## src/rtl/piso_serializer.sv

```systemverilog
// Parallel-in/serial-out shifter with configurable width, bit order, per-bit hold
// time and idle level. Words are loaded through a valid/ready handshake. All flops update on the falling clock edge.
module piso_serializer #(
  parameter int   WIDTH      = 8,
  parameter int   MSB_FIRST  = 1,
  parameter int   DIV        = 1,
  parameter logic IDLE_LEVEL = 1'b0
) (
  input  logic             clk,
  input  logic             rst,
  input  logic [WIDTH-1:0] data_in,
  input  logic             in_valid,
  output logic             in_ready,
  output logic             serial_out,
  output logic             bit_strobe,
  output logic             busy,
  output logic             frame_done
);

  localparam int BW = $clog2(WIDTH);
  localparam int DW = (DIV > 1) ? $clog2(DIV) : 1;
  localparam logic [BW-1:0] BIT_LAST = BW'(WIDTH - 1);
  localparam logic [DW-1:0] DIV_LAST = DW'(DIV - 1);

  // Handshake: a word transfers on a falling edge where in_valid && in_ready.
  // in_ready is combinational and may rise in the final cycle of a frame, so
  // a producer holding in_valid high gets back-to-back frames with no gap.
  typedef enum logic {
    ST_IDLE  = 1'b0,
    ST_SHIFT = 1'b1
  } state_t;

  state_t           state_q, state_d;
  logic [WIDTH-1:0] shreg_q, shreg_d;
  logic [BW-1:0]    bit_cnt_q, bit_cnt_d;
  logic [DW-1:0]    div_cnt_q, div_cnt_d;
  logic             ser_q, ser_d;
  logic             last;
  logic             accept;

  assign last       = (state_q == ST_SHIFT) && (div_cnt_q == DIV_LAST) && (bit_cnt_q == BIT_LAST);
  assign in_ready   = (state_q == ST_IDLE) || last;
  assign accept     = in_valid && in_ready;
  assign busy       = (state_q == ST_SHIFT);
  assign bit_strobe = (state_q == ST_SHIFT) && (div_cnt_q == '0);
  assign frame_done = last;
  assign serial_out = ser_q;

  always_ff @(negedge clk or negedge rst) begin
    if (!rst) begin
      state_q   <= ST_IDLE;
      shreg_q   <= '0;
      bit_cnt_q <= '0;
      div_cnt_q <= '0;
      ser_q     <= IDLE_LEVEL;
    end else begin
      state_q   <= state_d;
      shreg_q   <= shreg_d;
      bit_cnt_q <= bit_cnt_d;
      div_cnt_q <= div_cnt_d;
      ser_q     <= ser_d;
    end
  end

  always_comb begin
    state_d   = state_q;
    shreg_d   = shreg_q;
    bit_cnt_d = bit_cnt_q;
    div_cnt_d = div_cnt_q;
    ser_d     = ser_q;
    if (accept) begin
      // The first bit goes out on the accepting edge itself.
      state_d   = ST_SHIFT;
      shreg_d   = data_in;
      bit_cnt_d = '0;
      div_cnt_d = '0;
      ser_d     = (MSB_FIRST != 0) ? data_in[WIDTH-1] : data_in[0];
    end else begin
      case (state_q)
        ST_IDLE: begin
          ser_d = IDLE_LEVEL;
        end
        ST_SHIFT: begin
          if (div_cnt_q != DIV_LAST) begin
            div_cnt_d = div_cnt_q + DW'(1);
          end else if (bit_cnt_q != BIT_LAST) begin
            div_cnt_d = '0;
            bit_cnt_d = bit_cnt_q + BW'(1);
            if (MSB_FIRST != 0) begin
              shreg_d = {shreg_q[WIDTH-2:0], 1'b0};
              ser_d   = shreg_q[WIDTH-2];
            end else begin
              shreg_d = {1'b0, shreg_q[WIDTH-1:1]};
              ser_d   = shreg_q[1];
            end
          end else begin
            state_d   = ST_IDLE;
            div_cnt_d = '0;
            bit_cnt_d = '0;
            ser_d     = IDLE_LEVEL;
          end
        end
        default: begin
          state_d = ST_IDLE;
          ser_d   = IDLE_LEVEL;
        end
      endcase
    end
  end

endmodule

```

## config.mk

```make
export PLATFORM = sky130hd
export DESIGN_NAME = piso_serializer
export DESIGN_NICKNAME = d
export VERILOG_FILES = /design/src/rtl/piso_serializer.sv
export SDC_FILE = /design/constraint.sdc
export NUM_CORES = 1
export LEC_CHECK = 0
export CELL_PAD_IN_SITES_DETAIL_PLACEMENT = 1
export CELL_PAD_IN_SITES_GLOBAL_PLACEMENT = 1
export CORE_MARGIN = 2
export CORE_UTILIZATION = 33
export DETAILED_ROUTE_END_ITERATION = 7
export GPL_TIMING_DRIVEN = 0
export PLACE_DENSITY = 0.75
export REMOVE_ABC_BUFFERS = 1
export SLEW_MARGIN = 10
export SYNTH_ARGS = -nofsm -noshare
export SYNTH_HDL_FRONTEND = slang
export SYNTH_SLANG_ARGS = --single-unit
```

## constraint.sdc

```tcl
create_clock -name clk -period 1.4 [get_ports clk]
set_input_delay 0.28 -clock clk [delete_from_list [all_inputs] [get_ports clk]]
set_output_delay 0.28 -clock clk [all_outputs]
set_load 0.05 [all_outputs]
```

==> metrics.md <==
| Metric | Value |
|---|---|
| Synth Register Bits | `12` |
| Synth Cell Area | `roughly 620 µm²` |
| WP data arrival | `between 2 and 2.5 ns` |
| Power Total | `a little over 2 mW` |
| Crit Path Max Fanout | `3` |
| Die extent in x | `~47 µm` |
| CTS Sinks | `12` |
| Cell Pwr Density | `approximately 2100 nW/µm²` |
| Min-delay src | `bit_cnt_q[1]` |
| Final Setup Violations | `14` |
| Setup ws final | `-1.030 ns` |
| Clock share of power | `between 10% and 20%` |
| DR pass1 iterations | `2` |
| Htree depth | `1` |
| DRC | `0` |
| Setup crit start kind | `flip-flop` |
| Initial Utilization | `a little over a third` |
| CTS Hold Bufs | `0` |
| R2R Path End | `shreg_q[1]` |
| GRT Overall Usage | `between 10% and 20%` |
| Number of antenna diodes | `0` |
| Least-Margin Pin Slew | `between 0.5 and 0.6 ns` |
| Sequential power share | `~28%` |
| Final std cells w/o fill | `94` |
| Worst slew margin | `a little over three fifths` |
| Syn_area_per_cell | `14.78 µm²` |
| Placed Cells | `80` |
| Floorplan row count | `15` |
| Critical path required time | `1.12 ns` |
| Leak Pwr | `between 0.4 and 0.5 nW` |
| Vias | `roughly 430` |
| CP Cell Sequence | `ha_2 -> ha_4 -> and2b_4 -> inv_8 -> buf_8` |
| Nets | `83` |
| Ports | `16` |
| Critical Path End Type | `output port` |
| Clock-pin slew on the worst setup and hold paths | `approximately 0.050 ns` |
| Sequential share of the synthesized area | `about half` |
| Hold Crit Class | `reg -> reg` |
| Cells after Synth | `between 40 and 50` |
| Initial antenna violation count | `0` |
| Max-cap viol count | `0` |
| Crit-path max cell delay | `between 0.3 and 0.4 ns` |
| YS warnings | `0` |
| Layout overhead on the synthesized area | `55.04%` |
| R2R Path Start | `bit_cnt_q[1]` |
| Clock skew | `about 0.0020 ns` |
| Setup CP Type | `reg -> out` |
| PortBufs | `15` |
| Hold path cells | `1` |
| CTS tree | `yes` |
| Failing checks | `setup timing` |
| Initial DRC Count | `1` |
| Clock Latency Late Sink | `between 0.2 and 0.3 ns` |
| GRT Residual Overflow | `0` |
| Antenna Nets Post-Route | `0` |
| Sw Pwr | `roughly 0.69 mW` |
| Gpl congestion | `0.6570` |
| Most frequent cells in the layout | `12 x mux2_4, 12 x dfrtn_1, 7 x dlygate4sd2_1, 6 x buf_6` |
| Die height | `approximately 47 µm` |
| Share of cells above drive strength 1 | `57.97%` |
| Largest net degree at the start of global routing | `13` |
| Highest-delay cell along the critical path | `dfrtn_1` |
| Routed vias/inst | `approximately 4.6` |
| Peak supply drop | `~1.1 mV` |
| Setup TNS | `-5.780 ns` |
| Status | `finished, violations left` |
| Core area | `~1700 µm²` |
| Sw Share | `between 30 and 40%` |
| Routed wire per std cell | `13.56 µm` |
| Final Hold Vio Count | `0` |
| Vias in the first global route | `between 400 and 500` |
| Max Root-Sink Buffers | `2` |
| Slew Limit Fails | `0` |
| Die area | `roughly 2200 µm²` |
| Yosys cell types | `16` |
| WL final | `1.275 mm` |
| DP Wirelength | `around 800 µm` |
| First-pass GRT wire length | `2.125 mm` |
| Reg2reg setup slack | `-0.33 ns` |
| RSZ-0062 raised after global routing | `yes` |
| Clk root buf | `clkbuf_4` |
| CTS buffer count | `3` |
| Comb pwr share | `between 50 and 60%` |
| Hold EP | `bit_cnt_q[1]` |
| Internal power | `approximately 1.4 mW` |
| Worst Reg2Reg Path Length in Cells | `7` |
final cells by class:
type	count	area (µm²)
multi-input cells	27	319.1
repair buffers	25	264.0
fillers	183	783.3
flip-flops and latches	12	300.3
clock buffers	4	36.28
well taps	25	31.28
inverters	1	11.26
sequential cells by signal, summed over array words and instances, names as in the netlist:
signal / cells
bit_cnt_q: 3
serial_out: 1
busy: 1
shreg_q: 7
critical path: cells and delay by family, from the launching register on:
| kind | cells | cell delay, ns |
|---|---|---|
| adders and majority gates | 2 | 0.36 |
| DFF | 1 | 0.35 |
| and+or+nand+nor | 1 | 0.29 |
| buffers and inverters | 2 | 0.18 |
logic make-up after synthesis:
group                    Yosys count  synth area share (%)
adder cells (fa/ha/maj)            2                 4.032
AO/OA/AOI/OAI                      3                 4.032
flip-flops                        12                 48.39
buffers and inverters              3                 4.033
multiplexers                      14                 31.85
AND/OR/NAND/NOR                    8                 7.664
layer usage:
| metal | vias up | global-route usage (%) | routed length, µm |
|---|---|---|---|
| met5 | - | 0 | 0 |
| met4 | 0 | 3.333 | 0 |
| met3 | 0 | 3.462 | 44 |
| met2 | 12 | 22.97 | 645 |
| met1 | 218 | 18.44 | 585 |
| li1 | 203 | - | - |
worst max-delay path by stage:
stage                       startpoint    endpoint  slack (ns)
after floorplan                   busy  frame_done       -1.16
after global placement    bit_cnt_q[0]    in_ready       -1.50
after detailed placement  bit_cnt_q[0]    in_ready       -1.51
after CTS                 bit_cnt_q[0]    in_ready       -1.03
after global routing      bit_cnt_q[1]    in_ready       -1.08
final                     bit_cnt_q[1]    in_ready       -1.03
stage by stage:
step	worst slack (ns)	area, µm²	hold WS (ns)	utilization (%)
after global placement	-1.505	783.3	0.4402	44.87
final	-1.030	962.2	0.4675	55.13
after global routing	-1.083	962.2	0.4910	55.13
after floorplan	-1.162	601.8	0.4303	-
after CTS	-1.027	908.4	0.4622	52.04
after detailed placement	-1.507	783.3	0.4523	44.87
power by group through the flow:
stage	clock network, mW	logic (mW)	registers [mW]
6_report	0.278	1.19	0.583
5_1_grt	0.304	1.29	0.598
4_1_cts	0.281	1.06	0.581
3_5_place_dp	0	0.833	0.585
3_3_place_gp	0	0.812	0.582
2_1_floorplan	0	0.549	0.654
synth_stat cells, drive strengths merged:
master   n  area, µm²
mux2i    1      10.01
mux2    13      187.7
o21ai    1      5.000
and2     1      6.260
inv      1      6.260
a32o     2      20.02
dfrtn   12      300.3
ha       2      25.02
nor2     2      7.510
nand2    2      7.510
nand3b   1      7.510
nand2b   1      8.760
buf      2      18.77
and2b    1      10.01
timing repair:
action | 4_1_cts | 5_1_grt
hold endpoints to repair | 0 | 0
setup endpoints to repair | 17 | 26
pin swaps | 2 | 3
setup buffers | 6 | 5
resized for setup | 62 | 8
Note: power is estimated with default switching activity, not from simulation.
